===== config.mk =====
export PLATFORM = sky130hd
export DESIGN_NAME = alarm_sequencer
export DESIGN_NICKNAME = d
export VERILOG_FILES = /design/src/rtl/alarm_sequencer.sv
export SDC_FILE = /design/constraint.sdc
export NUM_CORES = 1
export LEC_CHECK = 0
export CAP_MARGIN = 20
export CORE_ASPECT_RATIO = 1.2
export CORE_MARGIN = 3
export CORE_UTILIZATION = 55
export DETAILED_ROUTE_END_ITERATION = 10
export PLACE_DENSITY = 0.84
export REMOVE_ABC_BUFFERS = 1
export SKIP_LAST_GASP = 1
export SLEW_MARGIN = 0
export SYNTH_ARGS = -nofsm -noshare
export SYNTH_HDL_FRONTEND = slang
export SYNTH_SLANG_ARGS = --single-unit

===== constraint.sdc =====
create_clock -name clk -period 2.12 [get_ports clk]
set_input_delay 0.424 -clock clk [delete_from_list [all_inputs] [get_ports clk]]
set_output_delay 0.424 -clock clk [all_outputs]
set_load 0.01 [all_outputs]

===== src/rtl/alarm_sequencer.sv =====
// Alarm beep pattern sequencer: groups of beeps separated by pauses, driving the
// tone generator's enable and phase-reset inputs.
module alarm_sequencer #(
    parameter int unsigned ON_CYCLES    = 25_000_000,
    parameter int unsigned OFF_CYCLES   = 12_500_000,
    parameter int unsigned PAUSE_CYCLES = 50_000_000,
    parameter int unsigned NUM_BEEPS    = 3,
    parameter int unsigned NUM_ROUNDS   = 4
) (
    input  logic clk,
    input  logic reset,
    input  logic expired,
    input  logic stop,
    output logic tone_en,
    output logic tone_rst,
    output logic alarm_active,
    output logic done
);

    localparam int unsigned MAX_CYC = (ON_CYCLES > OFF_CYCLES)
        ? ((ON_CYCLES > PAUSE_CYCLES) ? ON_CYCLES : PAUSE_CYCLES)
        : ((OFF_CYCLES > PAUSE_CYCLES) ? OFF_CYCLES : PAUSE_CYCLES);
    localparam int unsigned TW = (MAX_CYC > 1) ? $clog2(MAX_CYC) : 1;
    localparam int unsigned BW = (NUM_BEEPS > 1) ? $clog2(NUM_BEEPS) : 1;
    localparam int unsigned RW = (NUM_ROUNDS > 1) ? $clog2(NUM_ROUNDS) : 1;

    localparam logic [TW-1:0] ON_LAST    = TW'(ON_CYCLES - 1);
    localparam logic [TW-1:0] OFF_LAST   = TW'(OFF_CYCLES - 1);
    localparam logic [TW-1:0] PAUSE_LAST = TW'(PAUSE_CYCLES - 1);
    localparam logic [BW-1:0] BEEP_LAST  = BW'(NUM_BEEPS - 1);
    localparam logic [RW-1:0] ROUND_LAST = RW'(NUM_ROUNDS - 1);

    typedef enum logic [1:0] {
        S_IDLE,
        S_ON,
        S_OFF,
        S_PAUSE
    } state_t;

    state_t        state;
    logic [TW-1:0] timer;
    logic [BW-1:0] beep_idx;
    logic [RW-1:0] round_idx;

    // Outputs are registered alongside the state so they line up with it.
    always_ff @(posedge clk) begin
        if (reset) begin
            state        <= S_IDLE;
            timer        <= '0;
            beep_idx     <= '0;
            round_idx    <= '0;
            tone_en      <= 1'b0;
            tone_rst     <= 1'b0;
            alarm_active <= 1'b0;
            done         <= 1'b0;
        end else begin
            tone_rst <= 1'b0;
            done     <= 1'b0;
            if (state != S_IDLE && stop) begin
                // Abort wins over any terminal count in the same cycle.
                state        <= S_IDLE;
                timer        <= '0;
                tone_en      <= 1'b0;
                alarm_active <= 1'b0;
            end else begin
                case (state)
                    S_IDLE: begin
                        if (expired && !stop) begin
                            state        <= S_ON;
                            timer        <= '0;
                            beep_idx     <= '0;
                            round_idx    <= '0;
                            tone_en      <= 1'b1;
                            tone_rst     <= 1'b1;
                            alarm_active <= 1'b1;
                        end
                    end
                    S_ON: begin
                        if (timer == ON_LAST) begin
                            timer   <= '0;
                            tone_en <= 1'b0;
                            if (beep_idx < BEEP_LAST) begin
                                state <= S_OFF;
                            end else if (round_idx < ROUND_LAST) begin
                                state <= S_PAUSE;
                            end else begin
                                state        <= S_IDLE;
                                done         <= 1'b1;
                                alarm_active <= 1'b0;
                            end
                        end else begin
                            timer <= timer + TW'(1);
                        end
                    end
                    S_OFF: begin
                        if (timer == OFF_LAST) begin
                            state    <= S_ON;
                            timer    <= '0;
                            beep_idx <= beep_idx + BW'(1);
                            tone_en  <= 1'b1;
                            tone_rst <= 1'b1;
                        end else begin
                            timer <= timer + TW'(1);
                        end
                    end
                    S_PAUSE: begin
                        if (timer == PAUSE_LAST) begin
                            state     <= S_ON;
                            timer     <= '0;
                            beep_idx  <= '0;
                            round_idx <= round_idx + RW'(1);
                            tone_en   <= 1'b1;
                            tone_rst  <= 1'b1;
                        end else begin
                            timer <= timer + TW'(1);
                        end
                    end
                    default: begin
                        state <= S_IDLE;
                        timer <= '0;
                    end
                endcase
            end
        end
    end

endmodule


* Word-level counts from Yosys, hierarchy flattened
Index checks and enable logic that the tools add are counted.
** Word-level totals
- Register bits :: 36
- Input port bits :: 4
- RAM bits :: 0
- Bits in latches :: 0
- Output and inout bits :: 4
- Word-level logic and storage cells :: 74
- Bits in read-only memories :: 0
- Memories kept :: 0
** Cells by class
- Bitwise logic cells :: 3
- Equal/unequal tests :: 12
- Order comparisons :: 2
- Muxes and demuxes :: 32
- Shift-type cells :: 0
- $add $sub $neg :: 3
- Div/mod/pow operators :: 0
- $mul :: 0
- Reductions and logical operators :: 14
** Operators by type and width (number)
- $mux 26 :: 4
- $pmux 26 s4 :: 1
- $add 26x1->26 const B :: 1
- $eq 26x24->1 const B :: 1
- $eq 26x25->1 const B :: 1
- $eq 26x26->1 const B :: 1
- $mux 2 :: 10
- $ne 2x2->1 const B :: 6
- $mux 1 :: 11
- $reduce_and 5->1 :: 2
- $pmux 2 s4 :: 1
- $reduce_and 4->1 :: 2
- $pmux 2 s3 :: 1
- $reduce_bool 2->1 :: 3
- $reduce_or 5->1 :: 1
- $add 2x1->2 const B :: 2
- $eq 2x2->1 const B :: 2
- $lt 2x2->1 const B :: 2
- $pmux 1 s4 :: 1
- $pmux 2 s2 :: 1
- $not 1->1 :: 3
- $pmux 1 s3 :: 1
- $reduce_bool 3->1 :: 1
- $eq 2x1->1 const B :: 1
- other kinds (5) :: 6

* Depth between registers and ports, before layout
Gate-level depths: netlist of the first run.
- Word-level depth :: 5
- Depth in mapped cells :: 9
- Depth with buffers taken out :: 8

* Worst setup path before layout of the first run
Ideal clock, no wire load.
- Path type :: register -> register
- From :: register timer[0]
- To :: register timer[15]
- Data required time :: 1.996 ns
- Stages on the path, launching flop included :: 10
- Library setup time :: 0.124 ns
- Buffers on the path :: 2
- Slack :: -0.001 ns
- Data arrival time :: 1.997 ns
- Period minus slack after synthesis :: 2.121 ns
- Cells stage by stage :: dfxtp_1 ha_1 and4_4 nand3_1 o41ai_4 a31oi_1 buf_6 buf_6 a31oi_1 o22ai_1
** On the way
- Word-level cells in the longest chain between the ends :: 3
- Elaborated cells between the ends (all ways) :: 8
- Classes of those cells :: add/sub (1); eq/ne (3); mux (4)
** Ends and longest elaborated chain
- start, declared :: line 41 : logic [TW-1:0] timer;
- start signal, assigned :: line 92 : timer <= timer + TW'(1);
- start signal, assigned :: line 103 : timer <= timer + TW'(1);
- start signal, assigned :: line 115 : timer <= timer + TW'(1);
- $add 26x1->26, or another cell as far along :: line 92, 103, 115
- $mux 26 (on tied branches) :: line 107, 79, 96
- $pmux 26 s4 (*) :: line 66 : case (state)
Mark *: on every way between the ends. The rest lies on a longest branch, timed or not.
A chain may end at the register's enable or synchronous reset.

* Final worst setup path of the first run
- From :: register timer[18]
- To :: register timer[11]
** On the way
- Word-level cells in the longest chain between the ends :: 3
- Elaborated cells between the ends (all ways) :: 7
- Classes of those cells :: eq/ne (3); mux (4)
** Ends and longest elaborated chain
- $eq 26x26->1, or another cell as far along :: line 107 : if (timer == PAUSE_LAST) begin
- $mux 26 (on tied branches) :: line 107, 79, 96
- $pmux 26 s4 (*) :: line 66
Marks and branches as above.

==> reports/results.txt, run 1 <==
Status: complete, no violations
Setup_tns: 0 ps
Hold slack: 480.2 ps
Setup violations, final: 0
Net Sw Power: 731.7 uW
Worst-margin pin slew: 481.5 ps
Filler cell count: 274
Power Density: 720.0 nW/um^2
Area delta synth->final: 24.52%
Peak supply drop: 0.5832 mV
Hold Path Origin: round_idx[0]$_SDFFE_PP0P_
Placed Instances: 364
Max Clk Rate: 0.4724 GHz
Reg-to-Reg Start: timer[18]$_SDFFE_PP0P_
Initial Util: 58.60%
Sequential power share: 37.7%
CTS clock-pin slew for the worst setup and hold paths: 70 ps
CTS root buf: clkbuf_8
Post-synth top flop: dfxtp_1
Initial antenna violation count: 0
Final std cells w/o fill: 371
Clk sinks: 36
Num rows: 24
Final Hold Vio Count: 0
First-pass GRT wire length: 9.977 mm
Final WL: 6.298 mm
DRC: 0
Post-synth ARST share: 0%
Post-layout min period: 2117 ps
Leakage: 0.0009954 uW
Critical path's top delay family: simple AND/OR/NAND/NOR gates
Die X: 63.73 um
Arrival @ worst endpoint: 2280 ps
Final core utilization: 72.97%
RSZ-0062 raised after global routing: true
CP startpoint kind: register
Via count of the first global-routing pass: 2176
Layout cells sized above 1: 23.82%
Slowest stage cell, crit path: dfxtp_1
Switching Fraction: 37.10%
Ant diodes: 0
Routed Antenna Nets: 0
Post-synth EDFFs: 0
Final worst-path cycle share: 99.85%
Port buffer count: 7
Sequential share of the synthesized area: 32.76%
Clk_skew: 6.149 ps
Fin nets: 332
Initial DRC Count: 179
Distinct cells, synth: 50
Synth warn: 0
CP Capture Type: register
R2R cell count: 7
Cts bufs inserted: 5
Hold-critical path depth: 2
Crit path required time: 2280 ps
Largest net degree at the start of global routing: 32
GRT Residual Overflow: 0
Max Slew Vio Count: 0
Post-Syn Instances: 278
CTS tree: built
DR vias/cell: 6.561
CP startpoint: timer[18]$_SDFFE_PP0P_
Gp weighted congestion: 0.9502
Die area: 4797 sq um
Max_cap viols: 0
I/O pin total: 8
P_int: 1240 uW
Clk pwr share: 22.2%
Maximum fanout along the worst path: 5
GRT Util Overall: 26.71%
Htree depth: 2
CTS Hold Bufs: 0
Slew HR: 67.60%
Die Ht: 75.28 um
Clock Path Buffers: 2
Core Footprint: 3754 sq um
Logic gate share of total power: 40.1%
Total vias in the final route: 2434
DR pass1 iterations: 8
Later-pin clock latency in the skew report: 290 ps
WP depth: 7
Post-Syn Area: 2200 sq um
Cell Chain, Critical Path: nor4bb_2 > nand4_1 > o21ai_2 > buf_4 > nand3_1 > a41oi_1 > o31ai_1
#FFs+latches synth: 36
Hold Crit Class: reg2reg
Hpwl dp: 4.517 mm
Total power draw: 1972 uW
Largest stage delay, worst path: 400 ps
Kind of critical path: reg2reg
Buf/Inv on CP: 1
Synth Area per Inst: 7.912 sq um
Routed len/inst: 16.98 um
[state kept, by name (all words and copies together) (netlist names)]
name,cells
alarm_active,1
beep_idx,2
done,1
round_idx,2
state,2
timer,26
tone_en,1
tone_rst,1
[cell usage in the layout, fill, tap and decap left out, drive strengths merged, types with 2 or more instances in the layout]
cell type	synthesis	final
a211oi	3	3
a21oi	11	11
a22oi	2	2
a2bb2oi	2	2
a31oi	18	18
a41oi	3	3
and2	6	6
and3	6	6
and4	4	4
buf	6	42
clkbuf	7	5
clkdlybuf4s50	0	7
dfxtp	36	36
ha	7	7
inv	12	12
mux2i	2	2
nand2	39	39
nand3	27	27
nand4	13	13
nand4b	2	2
nor2	19	19
nor2b	2	2
nor3	8	8
nor4b	2	2
nor4bb	3	3
o21ai	9	9
o22ai	4	4
o31ai	3	3
or2	2	2
or3	4	4
or4b	3	3
[path summary, 6_finish.rpt]
kind | endpoint | slack (ps)
max | timer[11]$_SDFFE_PP0P_ | 3
min | round_idx[0]$_SDFFE_PP0P_ | 480
max reg2reg | timer[11]$_SDFFE_PP0P_ | 3
min reg2reg | round_idx[0]$_SDFFE_PP0P_ | 480
[power by group through the flow]
stage                     Clock (uW)  Combinational [uW]  Sequential, uW
after global placement             0                 717             752
after global routing             464                 853             745
final                            438                 791             744
after CTS                        443                 752             739
after detailed placement           0                 747             754
after floorplan                    0                 394             755
[area by class of cell]
class | count | area, sq um | area share (%)
inverter | 12 | 45.04 | 1.645
clock buffer | 5 | 68.82 | 2.513
sequential | 36 | 726.9 | 26.54
timing repair buffer | 49 | 397.9 | 14.53
tap | 52 | 65.06 | 2.376
multi-input combinational | 217 | 1435 | 52.40
[repair_timing]
item,4_1_cts,5_1_grt
hold endpoints to repair,0,0
setup endpoints to repair,10,22
gates resized for setup,1,21
buffers inserted,0,2
pin swaps,1,5
[worst min-delay path, stage by stage (launching register included)]
cell	delay [ps]
dfxtp_1	320
nand2_1	60
a21oi_1	50
[per-layer routing]
metal | share of wire, % | vias up | global-route usage, %
met2 | 50 | 131 | 48.72
met5 | 0 | - | 0
met1 | 39 | 1141 | 30.58
met4 | 3.6 | 0 | 11.99
met3 | 7.4 | 26 | 5.075
li1 | - | 1136 | -
[cell usage after synthesis, types with 2 or more instances]
cell / instances / area (sq um)
a211oi_1: 3 / 22.52
a21oi_1: 11 / 55.05
a22oi_1: 2 / 15.01
a2bb2oi_1: 2 / 17.52
a31oi_1: 18 / 112.6
a41oi_1: 3 / 26.28
and2_1: 6 / 37.54
and3_1: 6 / 37.54
and4_1: 3 / 26.28
buf_2: 3 / 15.01
buf_6: 3 / 33.78
clkbuf_1: 7 / 26.28
dfxtp_1: 36 / 720.7
ha_1: 7 / 87.58
inv_1: 12 / 45.04
mux2i_1: 2 / 20.02
nand2_1: 37 / 138.9
nand2_2: 2 / 12.51
nand3_1: 27 / 135.1
nand4_1: 13 / 81.33
nand4b_1: 2 / 17.52
nor2_1: 18 / 67.56
nor2b_1: 2 / 12.51
nor3_1: 8 / 40.04
nor4bb_1: 3 / 30.03
o21ai_0: 8 / 40.04
o22ai_1: 4 / 25.02
o31ai_1: 3 / 22.52
or2_2: 2 / 12.51
or3_1: 3 / 18.77
or4b_1: 3 / 30.03
[cell families after synthesis]
| kind of cell | synth area share, % |
|---|---|
| AOI/OAI and AO/OA | 19.23 |
| buffers and inverters | 5.461 |
| muxes | 0.9102 |
| adders and majority gates | 3.982 |
| xor gates and xnor gates | 0.3983 |
| DFF | 32.76 |
| and+or+nand+nor | 37.26 |
[per-stage QoR]
step,area [sq um],setup slack (ps)
after floorplan,2125,-886.6
after global placement,2579,32.15
after detailed placement,2579,-14.88
after CTS,2648,5.535
after global routing,2739,-95.25
final,2739,3.160
Power figures use the tool's default switching activity.
==> inputs of run 2 (changes only) <==
--- a/config.mk
+++ b/config.mk
@@ -8,9 +8,9 @@
 export CAP_MARGIN = 20
 export CORE_ASPECT_RATIO = 1.2
 export CORE_MARGIN = 3
-export CORE_UTILIZATION = 55
+export CORE_UTILIZATION = 60
 export DETAILED_ROUTE_END_ITERATION = 10
-export PLACE_DENSITY = 0.84
+export PLACE_DENSITY = 0.87
 export REMOVE_ABC_BUFFERS = 1
 export SKIP_LAST_GASP = 1
 export SLEW_MARGIN = 0
==> constraint.sdc (replaced) <==
create_clock -name clk -period 2.2 [get_ports clk]
set_input_delay 0.44 -clock clk [delete_from_list [all_inputs] [get_ports clk]]
set_output_delay 0.44 -clock clk [all_outputs]
set_load 0.01 [all_outputs]
==> reports/results.txt, run 2 (same netlist as run 1, synthesis figures left out) <==
Routed Antenna Nets: 0 (unchanged)
Setup_tns: 0 ps (unchanged)
Most frequent cells in the layout: buf_4 (39), nand2_1 (37), dfxtp_1 (32)
Die X: 61.27 um (-3.9%)
R2R cell count: 6 (-1)
Area delta synth->final: 22.35%
Num rows: 23 (-4.2%)
P_int: 1229 uW (-0.92%)
Switching Fraction: 36.78% (-0.32 points)
Routed len/inst: 17.31 um (+2.0%)
CTS tree: built
Kind of critical path: reg2reg
Slew HR: 60.85% (-6.8 points)
Peak supply drop: 0.6031 mV (+3.4%)
CTS root buf: clkbuf_8
Fin worst setup slack: 74.88 ps (+71.72 ps)
DRC: 0 (unchanged)
DR pass1 iterations: 5 (-3)
Reg2reg setup slack: 70 ps (+70 ps)
Net Sw Power: 715.0 uW (-2.3%)
Gp weighted congestion: 0.9389 (-1.2%)
Post-layout min period: 2125 ps (+8.278 ps)
Later-pin clock latency in the skew report: 300 ps (about the same)
Layout cells sized above 1: 21.94% (-1.9 points)
GRT Util Overall: 30.88% (+4.2 points)
Status: complete, no violations
Port buffer count: 7 (unchanged)
Top reg by flops: timer
Hold Path End: round_idx[1]$_SDFFE_PP0P_
Final core utilization: 78.59% (+5.6 points)
Hold Crit Class: reg2reg
Logic gate share of total power: 38.1% (-2.0 points)
First-pass GRT wire length: 10.33 mm (+3.5%)
Total vias in the final route: 2372 (-2.5%)
Initial Util: 64.23% (+5.6 points)
Total power draw: 1944 uW (-1.4%)
Cts bufs inserted: 5 (unchanged)
Clock Path Buffers: 2 (unchanged)
Clk_skew: 5.417 ps (-0.7318 ps)
Arrival @ worst endpoint: 2350 ps (+70 ps)
Leakage: 0.0009847 uW (-1.1%)
Reg-to-Reg Start: timer[5]$_SDFFE_PP0P_
CTS Hold Bufs: 0 (unchanged)
Worst-margin pin slew: 581.9 ps (+100.4 ps)
Final worst-path cycle share: 96.60% (-3.3 points)
Hold slack: 481.3 ps (+1.081 ps)
Core Footprint: 3425 sq um (-8.8%)
Htree depth: 2 (unchanged)
Hpwl dp: 4.402 mm (-2.5%)
Via count of the first global-routing pass: 2275 (+4.5%)
Initial DRC Count: 200 (+12%)
I/O pin total: 8 (unchanged)
Final WL: 6.164 mm (-2.1%)
CP Capture Type: register
Max_cap viols: 0 (unchanged)
GRT Residual Overflow: 0 (unchanged)
Die area: 4431 sq um (-7.6%)
Filler cell count: 221 (-19%)
Clk sinks: 36 (unchanged)
Max Slew Vio Count: 0 (unchanged)
DR vias/cell: 6.663 (+1.6%)
Largest net degree at the start of global routing: 13 (-59%)
Maximum fanout along the worst path: 7 (+2)
Power Density: 722.2 nW/um^2 (+0.32%)
Max FFs per register: 26 (unchanged)
Setup violations, final: 0 (unchanged)
Worst reg2reg endpoint: timer[17]$_SDFFE_PP0P_
CP startpoint kind: register
Clk pwr share: 25.4% (+3.2 points)
Most common cell after layout, fill and taps aside: buf_4
Die Ht: 72.33 um (-3.9%)
Ant diodes: 0 (unchanged)
Hold Path Origin: round_idx[1]$_SDFFE_PP0P_
CTS clock-pin slew for the worst setup and hold paths: 70 ps (about the same)
Hold-critical path depth: 2 (unchanged)
Fin nets: 329 (-0.90%)
Setup WS pre-CTS: -38.44 ps (-23.57 ps)
Initial antenna violation count: 0 (unchanged)
Crit path required time: 2430 ps (+150 ps)
Sequential power share: 36.4% (-1.3 points)
Final Hold Vio Count: 0 (unchanged)
Max Clk Rate: 0.4706 GHz (-0.39%)
==> run 2: cell type report <==
| class | instances | area [sq um] | area share, % |
|---|---|---|---|
| sequential | 36 | 730.7 | 27.15 |
| tap | 37 | 46.29 | 1.720 |
| clock inverter | 2 | 10.01 | 0.3719 |
| inverter | 12 | 45.04 | 1.674 |
| timing repair buffer | 46 | 362.8 | 13.48 |
| multi-input combinational | 217 | 1414 | 52.53 |
| clock buffer | 6 | 82.58 | 3.068 |
==> run 2: power groups by stage <==
stage | clock (uW) | sequential [uW] | combinational (uW)
final | 494 | 708 | 741
after global placement | 0 | 723 | 678
after detailed placement | 0 | 725 | 692
after floorplan | 0 | 728 | 380
after CTS | 502 | 710 | 701
after global routing | 522 | 712 | 808
==> run 2: what timing repair did <==
| action | CTS | global route |
|---|---|---|
| setup endpoints to repair | 10 | 25 |
| pin swaps | 0 | 7 |
| setup buffers | 0 | 1 |
| cloned | 0 | 0 |
| hold endpoints to repair | 0 | 0 |
| resized for setup | 2 | 15 |
==> run 2: how the worst max path moves through the flow <==
stage	start	to	slack, ps	cells past startpoint
CTS	timer[0]$_SDFFE_PP0P_	timer[3]$_SDFFE_PP0P_	30	8
detailed placement	timer[18]$_SDFFE_PP0P_	timer[3]$_SDFFE_PP0P_	-40	7
global route	timer[11]$_SDFFE_PP0P_	beep_idx[1]$_SDFFE_PP0P_	-1	7
floorplan	timer[0]$_SDFFE_PP0P_	timer[13]$_SDFFE_PP0P_	-810	7
global placement	timer[18]$_SDFFE_PP0P_	timer[25]$_SDFFE_PP0P_	20	7
finish	timer[5]$_SDFFE_PP0P_	timer[17]$_SDFFE_PP0P_	70	6
==> run 2: routing by layer <==
| metal | up-vias | global-route usage, % | part of all wire [%] |
|---|---|---|---|
| met1 | 1100 | 36.04 | 38 |
| met5 | - | 0 | 0 |
| met4 | 0 | 16.14 | 4.7 |
| met3 | 34 | 6.050 | 7.0 |
| met2 | 112 | 51.76 | 50 |
| li1 | 1126 | - | - |
==> run 2: worst max-delay path, cell delays in order (launching register included) <==
cell and delay (ps):
dfxtp_1 520, nand2_2 150, or3_4 470, nor2_8 140
nand3_1 100, or4b_1 510, a31oi_1 160
==> run 2: stage by stage <==
stage	instance area, sq um	std cells
after global routing	2691	356
after detailed placement	2532	347
final	2691	356
after global placement	2532	347
after floorplan	2125	265
after CTS	2631	355
==> inputs of run 3 (changes only) <==
--- a/config.mk
+++ b/config.mk
@@ -10,6 +10,7 @@
 export CORE_MARGIN = 3
 export CORE_UTILIZATION = 60
 export DETAILED_ROUTE_END_ITERATION = 10
+export GPL_TIMING_DRIVEN = 0
 export PLACE_DENSITY = 0.87
 export REMOVE_ABC_BUFFERS = 1
 export SKIP_LAST_GASP = 1
==> reports/results.txt, run 3 (same netlist as run 1, synthesis figures left out) <==
Peak supply drop: 0.7060 mV (+17%)
Initial DRC Count: 241 (+21%)
Kind of critical path: reg2reg
Total vias in the final route: 2311 (-2.6%)
Max_cap viols: 0 (unchanged)
Routed Antenna Nets: 0 (unchanged)
DR pass1 iterations: 5 (unchanged)
GRT Util Overall: 29.43% (-1.5 points)
Core Footprint: 3425 sq um (unchanged)
Initial Util: 64.23% (unchanged)
Die X: 61.27 um (unchanged)
Reg2reg setup slack: -10 ps (-90 ps)
Hpwl dp: 3.730 mm (-15%)
Leakage: 0.0008891 uW (-9.7%)
Multi-input logic area: 1500 sq um (+6.1%)
Setup WS pre-CTS: -996.4 ps (-957.9 ps)
Cts bufs inserted: 5 (unchanged)
Worst-margin pin slew: 579.5 ps (-2.455 ps)
Flip-flop and latch area: 743.2 sq um (+1.7%)
Power Density: 757.8 nW/um^2 (+4.9%)
Final WL: 6.264 mm (+1.6%)
Most common cell after layout, fill and taps aside: nand2_1
CTS Hold Bufs: 0 (unchanged)
Max Clk Rate: 0.4517 GHz (-4.0%)
Final std cells w/o fill: 331 (-7.0%)
Clk_skew: 5.250 ps (-0.1666 ps)
Area delta synth->final: 21.27%
Final Hold Vio Count: 0 (unchanged)
Fin worst setup slack: -13.87 ps (-88.75 ps)
Post-layout min period: 2214 ps (+88.75 ps)
CP startpoint kind: register
Filler cell count: 213 (-3.6%)
Setup violations, final: 1 (+1)
CP Capture Type: register
Reg-to-Reg Start: timer[0]$_SDFFE_PP0P_
DRC: 0 (unchanged)
Maximum fanout along the worst path: 11 (+4)
Ant diodes: 0 (unchanged)
Die Ht: 72.33 um (unchanged)
I/O pin total: 8 (unchanged)
Initial antenna violation count: 0 (unchanged)
Worst reg2reg endpoint: timer[15]$_SDFFE_PP0P_
CTS tree: built
CTS clock-pin slew for the worst setup and hold paths: 70 ps (about the same)
Arrival @ worst endpoint: 2400 ps (+50 ps)
R2R cell count: 9 (+3)
Clock Path Buffers: 2 (unchanged)
Top reg by flops: timer
Crit path required time: 2380 ps (-50 ps)
Clk sinks: 36 (unchanged)
Num rows: 23 (unchanged)
Fin nets: 305 (-7.3%)
GRT Residual Overflow: 0 (unchanged)
Hold-critical path depth: 2 (unchanged)
Max Slew Vio Count: 0 (unchanged)
Status: complete, but fails checks
Slew HR: 61.01% (+0.17 points)
Max FFs per register: 26 (unchanged)
Layout cells sized above 1: 22.45% (+0.51 points)
Routed len/inst: 18.92 um (+9.3%)
RSZ-0062 raised after global routing: true
Setup_tns: -13.87 ps (-13.87 ps)
Gp weighted congestion: 0.8754 (-6.8%)
Hold Crit Class: reg2reg
DR vias/cell: 6.982 (+4.8%)
Largest net degree at the start of global routing: 18 (+5)
Most frequent cells in the layout: nand2_1 (35), nand3_1 (25), dfxtp_1 (24)
Htree depth: 2 (unchanged)
Hold Path Origin: round_idx[1]$_SDFFE_PP0P_
Violated checks: setup timing
First-pass GRT wire length: 9.949 mm (-3.7%)
Via count of the first global-routing pass: 2142 (-5.8%)
Final worst-path cycle share: 100.6% (+4.0 points)
Port buffer count: 7 (unchanged)
Later-pin clock latency in the skew report: 310 ps (about the same)
Die area: 4431 sq um (unchanged)
Hold Path End: round_idx[1]$_SDFFE_PP0P_
CTS root buf: clkbuf_8
Placed Instances: 310 (-11%)
==> run 3: changes by cell type in the layout (fill, tap and decap cells not counted), moves of 2 or more <==
cell	before	now
clkinv_2	2	0
dfxtp_1	32	24
o21ai_4	0	2
o21ai_2	2	0
buf_4	39	11
nor2_1	18	15
nand2_2	2	4
nand2_1	37	35
buf_12	0	2
nor2_2	0	2
dfxtp_2	2	9
==> run 3: layer usage <==
layer	global-route usage [%]	part of all wire [%]	vias to the layer above
li1	-	-	1081
met1	34.88	39	1079
met2	49.88	52	129
met3	7.117	7.0	22
met4	11.33	2.4	0
met5	0	0	-
==> run 3: cell type report <==
type	instances	share of cell area (%)
Timing Repair Buffer	22	8.865
Inverter	12	1.689
Clock buffer	7	3.612
Sequential cell	36	27.86
Multi-Input combinational cell	217	56.24
Tap cell	37	1.735
==> run 3: worst max-delay path by stage <==
stage,from,endpoint,slack (ps),depth (start not counted)
floorplan,timer[0]$_SDFFE_PP0P_,timer[13]$_SDFFE_PP0P_,-810,7
global placement,timer[0]$_SDFFE_PP0P_,timer[25]$_SDFFE_PP0P_,-1710,7
detailed placement,stop,timer[25]$_SDFFE_PP0P_,-1000,6
CTS,timer[0]$_SDFFE_PP0P_,timer[18]$_SDFFE_PP0P_,2,9
global route,timer[17]$_SDFFE_PP0P_,timer[15]$_SDFFE_PP0P_,-100,8
finish,timer[0]$_SDFFE_PP0P_,timer[15]$_SDFFE_PP0P_,-10,9
==> run 3: metrics by stage <==
| step | util [%] | hold slack (ps) | cell area, sq um | total power (uW) |
|---|---|---|---|---|
| final | 77.90 | 471.4 | 2668 | 2022 |
| after floorplan | - | 429.2 | 2125 | 1108 |
| after detailed placement | 66.06 | 452.8 | 2262 | 1299 |
| after global placement | 65.44 | 445.6 | 2241 | 1265 |
| after CTS | 74.53 | 469.8 | 2552 | 1972 |
| after global routing | 77.90 | 493.5 | 2668 | 2105 |
==> run 3: critical path: stages, from the launching register on <==
cell	delay, ps
dfxtp_4	380
ha_4	160
and4_4	280
nand3_2	120
o41ai_4	230
buf_4	200
a31oi_4	120
bufbuf_16	310
a31oi_1	180
o22ai_1	110
==> run 3: report_power, final <==
group          total (uW)  internal (uW)  switching, uW  leakage [uW]
Clock                 531            279            252     0.0000503
Combinational         779            312            467      0.000541
Sequential            712            682           29.7      0.000298
Total                2020           1270            748      0.000889
==> run 3: repair_timing <==
| action | in CTS | in global routing |
|---|---|---|
| gates cloned | 1 | 0 |
| resized for setup | 16 | 31 |
| pin swaps | 7 | 6 |
| setup buffers | 12 | 2 |
| endpoints found under the setup margin | 31 | 30 |
==> variant, RTL diff (settings of run 1) <==
Put one more register stage on the output `tone_en`, with the module's reset. The value now appears one clock later. The other outputs are not delayed to match.
--- a/src/rtl/alarm_sequencer.sv
+++ b/src/rtl/alarm_sequencer.sv
@@ -38,4 +38,6 @@
     } state_t;
 
+    logic tone_en_s0;
+
     state_t        state;
     logic [TW-1:0] timer;
@@ -50,5 +52,5 @@
             beep_idx     <= '0;
             round_idx    <= '0;
-            tone_en      <= 1'b0;
+            tone_en_s0   <= 1'b0;
             tone_rst     <= 1'b0;
             alarm_active <= 1'b0;
@@ -61,5 +63,5 @@
                 state        <= S_IDLE;
                 timer        <= '0;
-                tone_en      <= 1'b0;
+                tone_en_s0   <= 1'b0;
                 alarm_active <= 1'b0;
             end else begin
@@ -71,5 +73,5 @@
                             beep_idx     <= '0;
                             round_idx    <= '0;
-                            tone_en      <= 1'b1;
+                            tone_en_s0   <= 1'b1;
                             tone_rst     <= 1'b1;
                             alarm_active <= 1'b1;
@@ -79,5 +81,5 @@
                         if (timer == ON_LAST) begin
                             timer   <= '0;
-                            tone_en <= 1'b0;
+                            tone_en_s0 <= 1'b0;
                             if (beep_idx < BEEP_LAST) begin
                                 state <= S_OFF;
@@ -98,5 +100,5 @@
                             timer    <= '0;
                             beep_idx <= beep_idx + BW'(1);
-                            tone_en  <= 1'b1;
+                            tone_en_s0 <= 1'b1;
                             tone_rst <= 1'b1;
                         end else begin
@@ -110,5 +112,5 @@
                             beep_idx  <= '0;
                             round_idx <= round_idx + RW'(1);
-                            tone_en   <= 1'b1;
+                            tone_en_s0 <= 1'b1;
                             tone_rst  <= 1'b1;
                         end else begin
@@ -125,4 +127,12 @@
     end
 
+    always_ff @(posedge clk) begin
+        if (reset) begin
+            tone_en <= '0;
+        end else begin
+            tone_en <= tone_en_s0;
+        end
+    end
+
 endmodule
 
Formal check against the unedited RTL: not equivalent (Yosys sat finds a counterexample within 4 cycles, from zero or initial values and one cycle with reset high).
==> variant against run 1 <==
The flow now finishes with violations (setup timing). Worst setup slack lost 0.48 ns. Die area shrank 2.7%. Clock skew grew 0.0032 ns. Count of clock-buffer cells in the layout stayed put. Area after synthesis is 2.9% lower. Sequential share of layout area is 0.84 points lower. Design area is 5.6% higher. Sequential cell count is 1 higher. Total power up 15%. Combinational power rose by 30%. Via count rose by 4.9%. Wire length is 31% higher. Critical path type unchanged. Global-route usage increased by 3.5 points. First-iteration DRC count increased by 53%.
==> variant: results (changes against run 1) <==
* Status: complete, but fails checks (was complete, no violations)
* Failing checks: setup timing
* PortBufs at 7 (unchanged)
* Synth top cells by count: 37 x dfxtp_1, 28 x nor2_1, 27 x nand2_1, 16 x nand3_1, 14 x a21oi_1 (was 37 x nand2_1, 36 x dfxtp_1, 27 x nand3_1, 18 x a31oi_1, 18 x nor2_1)
* Sequential area share after synthesis at 34.7% (was 32.8%)
* Syn Area/Cell at 8.03 µm² (was 7.91 µm²)
* Top post-synthesis cells by area: dfxtp_1 35%, nor2_1 4.9%, nand2_1 4.7% (was dfxtp_1 33%, nand2_1 6.3%, nand3_1 6.1%)
* Worst R2R Path Depth at 7 (unchanged)
* First DRT Iteration DRCs at 273 (was 179)
* Crit-path slowest cell: or4_4 (was dfxtp_1)
* DR vias at 2554 (was 2434)
* Dpl ws at -0.407 ns (was -0.0149 ns)
* WL final at 8240 µm (was 6300 µm)
* Clk_skew at 0.00931 ns (was 0.00615 ns)
* Maximum vdd drop at 0.776 mV (was 0.583 mV)
* Fin nets at 338 (was 332)
* Drt first pass iters at 5 (was 8)
* Pleak at 1.09 nW (was 0.995 nW)
* Share of cells above drive strength 1 at 29.4% (was 23.8%)
* Final setup viols at 35 (was 0)
* Gpl congestion at 0.959 (was 0.950)
* Rel. slew slack at 74.0% (was 67.6%)
* Crit path max fanout at 5 (unchanged)
* Hold Crit Class: flop to flop (unchanged)
* Delay-heaviest family, CP: simple AND/OR/NAND/NOR gates (unchanged)
* TritonCTS buffer count at 5 (unchanged)
* Vias in the first global route at 2397 (was 2176)
* Global-route wire length before repair at 11000 µm (was 9980 µm)
* DP Area at 0.00260 mm² (was 0.00258 mm²)
* Yosys warning count at 0 (unchanged)
* Clk buf depth at 2 (unchanged)
* All-Layer GR Usage at 30.2% (was 26.7%)
* H-Tree Depth at 2 (unchanged)
* DR vias/cell at 6.76 (was 6.56)
* Ant. Diodes at 0 (unchanged)
* Unique masters post-synth at 48 (was 50)
* Critical Path Max Stage Delay at 0.58 ns (was 0.40 ns)
* Clk slew on worst S/H paths at about 0.080 ns
* Cells on Worst Hold Path at 1 (was 2)
* Largest net degree at the start of global routing at 16 (was 32)
* PnR worst setup slack at -0.473 ns (was 0.00316 ns)
* Ys async rst share at 0% (unchanged)
* Crit path DAT at 2.78 ns (was 2.28 ns)
* Dpl hpwl at 4580 µm (was 4520 µm)
-- variant: cell count changes after synthesis, sizes merged, moves of 5 or more --
cell,run 1,this run
xor2,0,5
nand3,27,16
nand2,39,27
or4,0,5
nor2,19,28
a31oi,18,10
-- variant: per-layer routing --
metal | vias to the layer above | GRT usage, % | wire length (µm)
met5 | - | 0 | 0
met4 | 0 | 21.3 | 583
met3 | 72 | 5.74 | 740
met2 | 194 | 52.2 | 4080
met1 | 1181 | 34.0 | 2840
li1 | 1107 | - | -
-- variant: power breakdown --
part | switching (mW) | internal (mW) | total [mW]
Sequential | 0.0291 | 0.734 | 0.763
Combinational | 0.619 | 0.415 | 1.03
Clock | 0.263 | 0.217 | 0.480
Total | 0.911 | 1.37 | 2.28
-- variant: final timing paths --
| check | from | to | slack, ns |
|---|---|---|---|
| max reg2reg | timer[11]$_SDFFE_PP0P_ | state[1]$_SDFFE_PP0P_ | -0.47 |
| max | timer[11]$_SDFFE_PP0P_ | state[1]$_SDFFE_PP0P_ | -0.47 |
| min reg2reg | tone_en_s0$_SDFFE_PP0P_ | tone_en$_SDFF_PP0_ | 0.48 |
| min | tone_en_s0$_SDFFE_PP0P_ | tone_en$_SDFF_PP0_ | 0.48 |
-- variant: layout make-up --
class | count | area, µm²
Multi-Input combinational cell | 206 | 1430
Timing Repair Buffer | 65 | 537
Tap cell | 52 | 65.1
Sequential cell | 37 | 743
Fill cell | 242 | 802
Inverter | 12 | 45.0
Clock inverter | 1 | 5.00
Clock buffer | 5 | 68.8
-- variant: logic make-up (layout without fill, tap and decap cells) --
kind of cell	count (synthesis)	count (layout)	share of synthesized area, %
DFF	37	37	34.7
adders and majority gates	7	7	4.10
buffers and inverters	23	83	4.28
xor gates and xnor gates	5	5	2.05
and+or+nand+nor	130	130	32.9
muxes	6	6	2.81
AOI/OAI and AO/OA	58	58	19.2
-- variant: repair_timing --
action                                  in CTS  in global routing
gates resized for setup                     15                 24
cloned                                       1                  0
pin swaps                                   12                 11
setup buffers                                3                  5
endpoints found under the setup margin      35                 35
-- variant: through the flow --
stage | setup TNS (ns) | power (mW)
floorplan | -8.92 | 1.17
global placement | -6.52 | 1.49
detailed placement | -9.20 | 1.52
CTS | -6.99 | 2.02
global route | -14.31 | 2.32
finish | -12.94 | 2.28
